--- src/rtl/fir_stream_pkg.sv ---
// Shared definitions for the FIR stream driver: FSM encoding and counter width helpers.
// Latency: n/a (package only).
// Backpressure: n/a (package only).
package fir_stream_pkg;

  localparam int STATE_W = 3;

  typedef enum logic [STATE_W-1:0] {
    ST_IDLE    = 3'd0,
    ST_FETCH   = 3'd1,
    ST_ISSUE   = 3'd2,
    ST_WAIT    = 3'd3,
    ST_DELIVER = 3'd4,
    ST_DONE    = 3'd5,
    ST_ERROR   = 3'd6
  } state_e;

  // Width of a counter that must hold the value num_samples itself.
  function automatic int cnt_w(input int num_samples);
    return $clog2(num_samples + 1);
  endfunction

  // Per-sample timer width; it counts 0 .. timeout_cycles-1.
  function automatic int timer_w(input int timeout_cycles);
    return (timeout_cycles > 1) ? $clog2(timeout_cycles) : 1;
  endfunction

endpackage

--- src/rtl/fir_sample_fifo.sv ---
// Synchronous DEPTH x WIDTH sample FIFO with wrap-around pointers (extra MSB tells full from empty).
// Latency: a pushed word is visible on dout the cycle after the push; no bypass when empty.
// Backpressure: push ignored while full, pop ignored while empty; push+pop together keeps occupancy.
// Ports: clk/reset, push/din in, pop in, dout/full/empty out.
module fir_sample_fifo #(
  parameter int DEPTH = 4,
  parameter int WIDTH = 16
) (
  input  logic             clk,
  input  logic             reset,
  input  logic             push,
  input  logic             pop,
  input  logic [WIDTH-1:0] din,
  output logic [WIDTH-1:0] dout,
  output logic             full,
  output logic             empty
);

  localparam int AW = $clog2(DEPTH);

  logic [WIDTH-1:0] mem [DEPTH];
  logic [AW:0]      wr_ptr_q, wr_ptr_d;
  logic [AW:0]      rd_ptr_q, rd_ptr_d;
  logic             do_push, do_pop;

  assign empty = (wr_ptr_q == rd_ptr_q);
  assign full  = (wr_ptr_q[AW] != rd_ptr_q[AW]) && (wr_ptr_q[AW-1:0] == rd_ptr_q[AW-1:0]);
  assign dout  = mem[rd_ptr_q[AW-1:0]];

  assign do_push = push && !full;
  assign do_pop  = pop && !empty;

  always_comb begin
    wr_ptr_d = wr_ptr_q;
    rd_ptr_d = rd_ptr_q;
    if (do_push) wr_ptr_d = wr_ptr_q + 1'b1;
    if (do_pop)  rd_ptr_d = rd_ptr_q + 1'b1;
  end

  always_ff @(posedge clk) begin
    if (reset) begin
      wr_ptr_q <= '0;
      rd_ptr_q <= '0;
    end else begin
      wr_ptr_q <= wr_ptr_d;
      rd_ptr_q <= rd_ptr_d;
    end
  end

  // Storage needs no reset: the pointers alone define what is valid.
  always_ff @(posedge clk) begin
    if (do_push) mem[wr_ptr_q[AW-1:0]] <= din;
  end

endmodule

--- src/rtl/fir_stream_driver.sv ---
// Drives the FIR one sample at a time from an ingress FIFO and forwards each result downstream.
// Latency: FIFO head -> input_Valid in 2 cycles (FETCH, ISSUE); output_Valid -> m_valid in 1 cycle.
// Backpressure: s_ready = FIFO not full; m_valid/m_data hold until m_ready, no new issue meanwhile.
// Ports: start/busy/done/timeout_err/sample_count run control; s_* sample in; FIR_* / *_Valid FIR side; m_* result out.
module fir_stream_driver
  import fir_stream_pkg::*;
#(
  parameter int INPUT_WIDTH    = 16,
  parameter int OUTPUT_WIDTH   = 38,
  parameter int NUM_SAMPLES    = 1024,
  parameter int FIFO_DEPTH     = 4,
  parameter int TIMEOUT_CYCLES = 512
) (
  input  logic                             clk,
  input  logic                             reset,
  input  logic                             start,
  input  logic [INPUT_WIDTH-1:0]           s_data,
  input  logic                             s_valid,
  output logic                             s_ready,
  output logic [INPUT_WIDTH-1:0]           FIR_input,
  output logic                             input_Valid,
  input  logic [OUTPUT_WIDTH-1:0]          FIR_output,
  input  logic                             output_Valid,
  output logic [OUTPUT_WIDTH-1:0]          m_data,
  output logic                             m_valid,
  input  logic                             m_ready,
  output logic                             busy,
  output logic                             done,
  output logic                             timeout_err,
  output logic [$clog2(NUM_SAMPLES+1)-1:0] sample_count
);

  localparam int CNT_W   = cnt_w(NUM_SAMPLES);
  localparam int TIMER_W = timer_w(TIMEOUT_CYCLES);

  state_e                  state_q, state_d;
  logic [INPUT_WIDTH-1:0]  hold_q, hold_d;
  logic [OUTPUT_WIDTH-1:0] m_data_q, m_data_d;
  logic                    m_valid_q, m_valid_d;
  logic [CNT_W-1:0]        cnt_q, cnt_d, cnt_inc;
  logic [TIMER_W-1:0]      timer_q, timer_d, timer_inc;
  logic                    ready_en_q;

  logic                    fifo_push, fifo_pop, fifo_full, fifo_empty;
  logic [INPUT_WIDTH-1:0]  fifo_dout;

  // s_ready stays low through reset and rises on the first cycle after it is released.
  assign s_ready   = ready_en_q && !fifo_full;
  assign fifo_push = s_valid && s_ready;

  fir_sample_fifo #(
    .DEPTH (FIFO_DEPTH),
    .WIDTH (INPUT_WIDTH)
  ) u_fifo (
    .clk   (clk),
    .reset (reset),
    .push  (fifo_push),
    .pop   (fifo_pop),
    .din   (s_data),
    .dout  (fifo_dout),
    .full  (fifo_full),
    .empty (fifo_empty)
  );

  assign cnt_inc   = cnt_q + 1'b1;
  assign timer_inc = timer_q + 1'b1;

  always_comb begin
    state_d   = state_q;
    hold_d    = hold_q;
    m_data_d  = m_data_q;
    m_valid_d = m_valid_q;
    cnt_d     = cnt_q;
    timer_d   = timer_q;
    fifo_pop  = 1'b0;
    unique case (state_q)
      ST_IDLE, ST_DONE, ST_ERROR: begin
        if (start) begin
          state_d = ST_FETCH;
          cnt_d   = '0;
        end
      end
      ST_FETCH: begin
        if (!fifo_empty) begin
          fifo_pop = 1'b1;
          hold_d   = fifo_dout;
          state_d  = ST_ISSUE;
        end
      end
      ST_ISSUE: begin
        timer_d = '0;
        state_d = ST_WAIT;
      end
      ST_WAIT: begin
        if (output_Valid) begin
          m_data_d  = FIR_output;
          m_valid_d = 1'b1;
          state_d   = ST_DELIVER;
        end else begin
          timer_d = timer_inc;
          // Bounds WAIT to TIMEOUT_CYCLES-1 cycles, so the error flag shows
          // TIMEOUT_CYCLES cycles after the issue pulse.
          if (timer_inc == TIMER_W'(TIMEOUT_CYCLES - 1)) state_d = ST_ERROR;
        end
      end
      ST_DELIVER: begin
        if (m_valid_q && m_ready) begin
          m_valid_d = 1'b0;
          cnt_d     = cnt_inc;
          state_d   = (cnt_inc == CNT_W'(NUM_SAMPLES)) ? ST_DONE : ST_FETCH;
        end
      end
      default: state_d = ST_IDLE;
    endcase
  end

  always_ff @(posedge clk) begin
    if (reset) begin
      state_q    <= ST_IDLE;
      hold_q     <= '0;
      m_data_q   <= '0;
      m_valid_q  <= 1'b0;
      cnt_q      <= '0;
      timer_q    <= '0;
      ready_en_q <= 1'b0;
    end else begin
      state_q    <= state_d;
      hold_q     <= hold_d;
      m_data_q   <= m_data_d;
      m_valid_q  <= m_valid_d;
      cnt_q      <= cnt_d;
      timer_q    <= timer_d;
      ready_en_q <= 1'b1;
    end
  end

  // hold_q drives the FIR through ISSUE and WAIT since the FIR captures it a cycle after the pulse.
  assign FIR_input    = hold_q;
  assign input_Valid  = (state_q == ST_ISSUE);
  assign m_data       = m_data_q;
  assign m_valid      = m_valid_q;
  assign busy         = (state_q == ST_FETCH) || (state_q == ST_ISSUE) ||
                        (state_q == ST_WAIT)  || (state_q == ST_DELIVER);
  assign done         = (state_q == ST_DONE);
  assign timeout_err  = (state_q == ST_ERROR);
  assign sample_count = cnt_q;

endmodule

--- config.mk ---
export PLATFORM = sky130hd
export DESIGN_NAME = fir_stream_driver
export DESIGN_NICKNAME = d
export VERILOG_FILES = /design/src/rtl/fir_stream_pkg.sv /design/src/rtl/fir_sample_fifo.sv /design/src/rtl/fir_stream_driver.sv
export SDC_FILE = /design/constraint.sdc
export NUM_CORES = 1
export LEC_CHECK = 0
export ABC_AREA = 1
export ABC_CLOCK_PERIOD_IN_PS = 2400
export BUFFER_PORTS_ARGS = -buffer_cell sky130_fd_sc_hd__buf_2
export CAP_MARGIN = 20
export CORE_UTILIZATION = 40
export CTS_BUF_LIST = sky130_fd_sc_hd__clkbuf_16
export DETAILED_ROUTE_END_ITERATION = 8
export GPL_TIMING_DRIVEN = 1
export PLACE_DENSITY_LB_ADDON = 0.08
export SYNTH_ARGS = -nofsm -noshare
export SYNTH_HDL_FRONTEND = slang
export SYNTH_SLANG_ARGS = --single-unit
export TNS_END_PERCENT = 1
--- constraint.sdc ---
create_clock -name clk -period 2.4 [get_ports clk]
set_input_delay 0.12 -clock clk [delete_from_list [all_inputs] [get_ports clk]]
set_output_delay 0.12 -clock clk [all_outputs]
set_load 0.01 [all_outputs]
; Word level (Yosys, flattened, before mapping)
; Memory sizes are Yosys's and may differ from the RTL's. A register that Yosys moved wholly into a read port is not among the register bits.
; Index checks and enable logic that the tools add are counted.
; W data, S select, Z words.
[word_totals]
n_memories = 1
ramBits = 64
wordCells = 73
reg_bits = 69
in_bits = 60
out_inout_bits = 71
[classes]
n_reduce_logical = 22
add_sub_neg = 4
n_mux = 20
bitwise = 1
n_eq_ne = 17
[mem_list]
columns = name, depth, word_bits, rd, rd_ports_with_merged_regs, write_ports, line
row1 = u_fifo.mem, 4, 16, 1, 1, 1, fir_sample_fifo.sv:21  ; logic [WIDTH-1:0] mem [DEPTH];
[op_table]
columns = operator, count
row1 = $mux W11, 2
row2 = $pmux W11 S2, 1
row3 = $mux W3, 6
row4 = $pmux W9 S2, 1
row5 = $pmux W3 S5, 1
row6 = $add A11 B1 Y11 const B, 1
row7 = $eq A11 B11 Y1 const B, 1
row8 = $ne A2 B2 Y1 const B, 5
row9 = $add A9 B1 Y9 const B, 1
row10 = $eq A3 B3 Y1 const B, 3
row11 = $eq A9 B9 Y1 const B, 1
row12 = $mux W9, 1
row13 = $mux W1, 7
row14 = $add A3 B1 Y3 const B, 2
row15 = $eq A3 B2 Y1 const B, 2
row16 = $logic_and A1 B1 Y1, 6
row17 = $reduce_and A2 Y1, 3
row18 = $reduce_and A3 Y1, 2
row19 = $reduce_bool A2 Y1, 3
row20 = $reduce_and A4 Y1, 1
row21 = $eq A3 B1 Y1 const B, 1
row22 = $eq A3 B3 Y1, 1
row23 = $logic_not A3 Y1, 1
row24 = $logic_or A1 B1 Y1, 3
row25 = other kinds (7), 8

; Logic depth before layout (Yosys ltp)
[logic_depth]
word_depth = 8
depth_mapped = 13
depth_no_buf = 13

; Modules after synthesis
; A second synthesis with hierarchy kept.
[unflattened]
hier_cells = 724
area_unflattened_um2 = 6377.4
[by_module_without_submodules]
columns = module, n_inst, seq_area_each_um2, cells_per_inst, area_per_inst_um2
row1 = fir_stream_driver, 1, 1581.5, 496, 3508.4
row2 = fir_sample_fifo, 1, 2082.0, 228, 2869.0

; Worst setup path after synthesis
; Ideal clock, no wire load.
[synth_path]
kind = reg-to-reg
startpoint = register u_fifo.rd_ptr_q[0]
endpoint = memory u_fifo.mem[3][0], enable pin
slack_ns = 0.290
arrival_time_ns = 1.719
setup_ns = 0.391
path_stages_with_launch = 8
path_buffers = 1
synth_period_minus_slack_ns = 2.110
t_required_ns = 2.009
path_cell_list = dfxtp_1 buf_2 xnor2_1 nand2_1 o21ai_0 inv_1 nand2_1 nor2_1
[synth_via]
elab_chain_cells = 8
[synth_rtl]
columns = element, line
row1 = start: declaration, fir_sample_fifo.sv:23  ; logic [AW:0] rd_ptr_q, rd_ptr_d;
row2 = start signal: assignment, fir_sample_fifo.sv:46  ; rd_ptr_q <= rd_ptr_d;
row3 = $eq A2 B2 Y1, fir_sample_fifo.sv:27  ; assign full = (wr_ptr_q[AW] != rd_ptr_q[AW]) && (wr_ptr_q[AW-1:0] == rd_ptr_q[AW-1:0]);
row4 = $logic_and A1 B1 Y1, fir_sample_fifo.sv:27
row5 = $logic_not A1 Y1, fir_stream_driver.sv:48  ; assign s_ready = ready_en_q && !fifo_full;
row6 = $logic_and A1 B1 Y1, fir_stream_driver.sv:48
row7 = via s_ready, fir_stream_driver.sv:19  ; output logic s_ready,
row8 = $logic_and A1 B1 Y1, fir_stream_driver.sv:49  ; assign fifo_push = s_valid && s_ready;
row9 = $logic_and A1 B1 Y1, fir_sample_fifo.sv:30  ; assign do_push = push && !full;
row10 = $mux W1, fir_sample_fifo.sv:52  ; if (do_push) mem[wr_ptr_q[AW-1:0]] <= din;
row11 = $mux W1 (not written as such), fir_sample_fifo.sv:52
row12 = end: declaration, fir_sample_fifo.sv:21
; The timed path passes the listed nets, and every way through them passes these cells.

; Worst setup path in the final report
[layout_path]
startpoint = register state_q[2]
endpoint = register cnt_q[10], in the netlist sample_count[10]
[layout_via]
elab_chain_cells = 4
word_cells_on_any_way = 10
classes_between = eq/ne: 5 / mux: 1 / reduce/logical: 4
[layout_rtl]
columns = element, line
row1 = start: declaration, fir_stream_driver.sv:36  ; state_e state_q, state_d;
row2 = start signal: assignment, fir_stream_driver.sv:127  ; state_q <= state_d;
row3 = $eq A3 B3 Y1 / $logic_not A3 Y1 (equally long branches), fir_stream_driver.sv:76  ; unique case (state_q)
row4 = $reduce_or A3 Y1, fir_stream_driver.sv:76
row5 = $ne A2 B2 Y1 (no line) / $reduce_bool A2 Y1 (equally long branches), -
row6 = $reduce_and A3 Y1 (no line), -
row7 = end signal: assignment, fir_stream_driver.sv:131  ; cnt_q <= cnt_d;
row8 = end: declaration, fir_stream_driver.sv:40  ; logic [CNT_W-1:0] cnt_q, cnt_d, cnt_inc;
; Parallel ways exist; a longest one is shown, timed or not.
; A chain may end at the register's enable or synchronous reset.

==> flow_summary.toml <==
[outcome]
status = "complete, no violations"

[sta]
finalSetupViolCount = 0
setup_ws_ns = 0.569
slew_viol_final = 0
fin_setup_tns_ns = 0
period_needed_ns = 1.83
post-route-period-util = 0.763
rsz0062_at_grt = "false"
skew_ns = 0.0131
worst-slew-pin-transition_ns = 0.911
hold_violations = 0
relSlewSlack = 0.392
fmax_ghz = 0.546

[pwr]
switching_share = 0.304
leakage_uw = 0.00330
ir_drop_uv = 534
pwr-share-clk = 0.358
p_int_uw = 4810
switching_power_uw = 2100
comb_power_share = 0.213
power_uw = 6910
power.density_mw_per_mm2 = 854
p_seq_frac = 0.429

[synth]
synth_compound_area_frac = 0.127
synth_area_leaders = "edfxtp_1 (31%), dfxtp_1 (28%), nand2_1 (7.8%), nor2_1 (5.9%), a21oi_1 (5.5%)"
synth_commonest_cells = "nand2_1 (127), nor2_1 (97), dfxtp_1 (85)"
yosysMostFrequentCell = "nand2_1"
synth_fa_ha_area_frac = 0.0183
synth_nets = 761
synth_top_area_cell = "edfxtp_1"
synth_top_family_by_area = "simple AND/OR/NAND/NOR gates"
synth-simple-area-share = 0.203
yosys.area_share.xor_xnor = 0.00856
synthCells = 692
ys_async_sr_fraction = 0
netlist.area_leader.share = 0.313
yosysSeqAreaShare = 0.590
synth_enable_flop_cells = 64
synth_ff_type = "dfxtp_1"
syn_avg_cell_area_sq_um = 8.87
synth.distinct_cells = 29
synthMuxAreaShare = 0
yosys_warnings = 0
ys_seq_elements = 149
synth_area_sq_mm = 0.00614

[clocking]
clock_latency_ns = 0.42
cts.clk_slew.worst_paths_ns = 0.06
cts_num_sinks = 149
numCtsBuffers = 17
cts_root_buffer = "clkbuf_16"
htree_levels = 4
post_cts_buffers = 0
clk_path_buf_depth = 2
cts_tree = "yes"
post_cts_resized = 0

[route]
drt_iter0_drc = 313
via_per_inst = 4.96
wl_um = 14800
ant_nets = 0
drt_pass1_iterations = 4
num_vias = 5307
routedWlPerCell_um = 13.8
drc = 0

[final_layout]
multiInputGateArea_sq_mm = 0.00219
area_delta_synth_final_pct = 31.8
diodes = 0
stdcell_area_sq_mm = 0.00809
fillCellCount = 1387
drive_gt1_frac = 0.209
nNetsFinal = 943
fin_cells = 1071
regArea_sq_mm = 0.00362

[setup_path]
cp_data_arrival_time_ns = 2.10
endpoint_kind = "flop"
rr_worst_depth = 10
required_ns = 2.67
startpoint_type = "flop"
critPathMaxFanout = 8
r2r_slack_ns = 0.57
r2r_end = "sample_count[10]"
reg2reg_from = "state_q[2]"
worstSetupPathType = "flop to flop"

[global_route]
grtUsageMet1 = 0.242
use_met3 = 0.0370
grt.overflow.total = 0
groute.layer.met2.usage = 0.329
antenna_found_initial = 0
grt_pass1_vias = 5043
grt_usage = 0.197
grt_pass1_wl_um = 24400
grt-busiest-layer = "met2"
grt_max_degree = 61

[min_path]
hold_class = "input port to flop"
min_to = "timer_q[2]"
hold_depth = 4
worstHoldStart = "output_Valid"

[placement]
dp.cells = 984
portBuffers = 130
dpl.hpwl_um = 9370
place_congestion = 0.822
dpl_worst_slack_ns = 0.562
placed_area_sq_mm = 0.00698

[floorplan]
die_area_sq_mm = 0.0158
design.core.area_sq_mm = 0.0148
rows = 44
die_h_um = 126
fp.dieW_um = 126
start_util = 0.416
ioPinCount = 131

[job]
drv_cap = 0
## power groups by stage
stage          registers (uW)  clock network (uW)  logic (uW)
3_3_place_gp             3010                   0        1390
2_1_floorplan            3050                   0         882
4_1_cts                  2960                2540        1490
5_1_grt                  2990                2640        1660
3_5_place_dp             3020                   0        1410
6_report                 2960                2470        1470
## kinds of logic after synthesis
family | Yosys count
AOI/OAI and AO/OA | 149
xor gates and xnor gates | 6
adders and majority gates | 9
buffers and inverters | 82
DFF | 149
and+or+nand+nor | 297
## cells in the final DEF, fill, tap and decap left out, drive strengths merged, types with 48 or more instances in the layout
cell type      n
dlygate4sd3   55
edfxtp        64
inv           48
nand2        127
nand3         61
o21ai         63
nor2         100
buf          145
a21oi         67
dfxtp         85
## flip-flops by register name (all words and copies together) (netlist names)
signal           cells
u_fifo.mem          64
ready_en_q           1
state_q              3
m_valid              1
u_fifo.rd_ptr_q      3
timer_q              9
sample_count        11
m_data              38
u_fifo.wr_ptr_q      3
FIR_input           16
## timing repair
action	in CTS	in global routing
endpoints found under the hold margin	103	0
endpoints found under the setup margin	0	0
hold buffers	55	0
## metrics by stage
stage	hold slack [ns]	util
2_1_floorplan	0.219	-
3_3_place_gp	0.339	0.473
3_5_place_dp	0.338	0.473
4_1_cts	0.0879	0.548
5_1_grt	0.115	0.548
6_report	0.103	0.548
## final cells by class
cell class                 count  share of cell area
clock inverter                15              0.0167
clock buffer                  17              0.0526
tap                          184              0.0285
multi-input combinational    461               0.271
inverter                      45              0.0209
timing repair buffer         200               0.162
sequential                   149               0.448
## critical path, cell delays in order (launching register included)
cell      delay (ns)
dfxtp_1         0.52
inv_1           0.13
nand2_1         0.09
nand3_1         0.09
nand2_1         0.09
inv_2           0.04
nor2_2          0.12
o21ai_1         0.24
buf_4           0.24
nor2_1          0.11
a211oi_2        0.04
## per-layer routing
metal	part of all wire	up-vias	wire length (um)
li1	-	2694	-
met1	0.45	2451	6650
met2	0.49	125	7290
met3	0.031	37	452
met4	0.029	0	424
met5	0	-	0
## worst max path at each step
| stage | depth (start not counted) | startpoint | endpoint | slack, ns |
|---|---|---|---|---|
| final | 10 | state_q[2] | sample_count[10] | 0.57 |
| after detailed placement | 10 | state_q[2] | sample_count[10] | 0.56 |
| after global placement | 10 | state_q[2] | sample_count[10] | 0.61 |
| after global routing | 4 | u_fifo.rd_ptr_q[0] | FIR_input[3] | 0.40 |
| after CTS | 10 | state_q[2] | sample_count[10] | 0.53 |
| after floorplan | 7 | u_fifo.rd_ptr_q[0] | u_fifo.mem[3][0] | 0.29 |
Note: power is estimated with default switching activity, not from simulation.
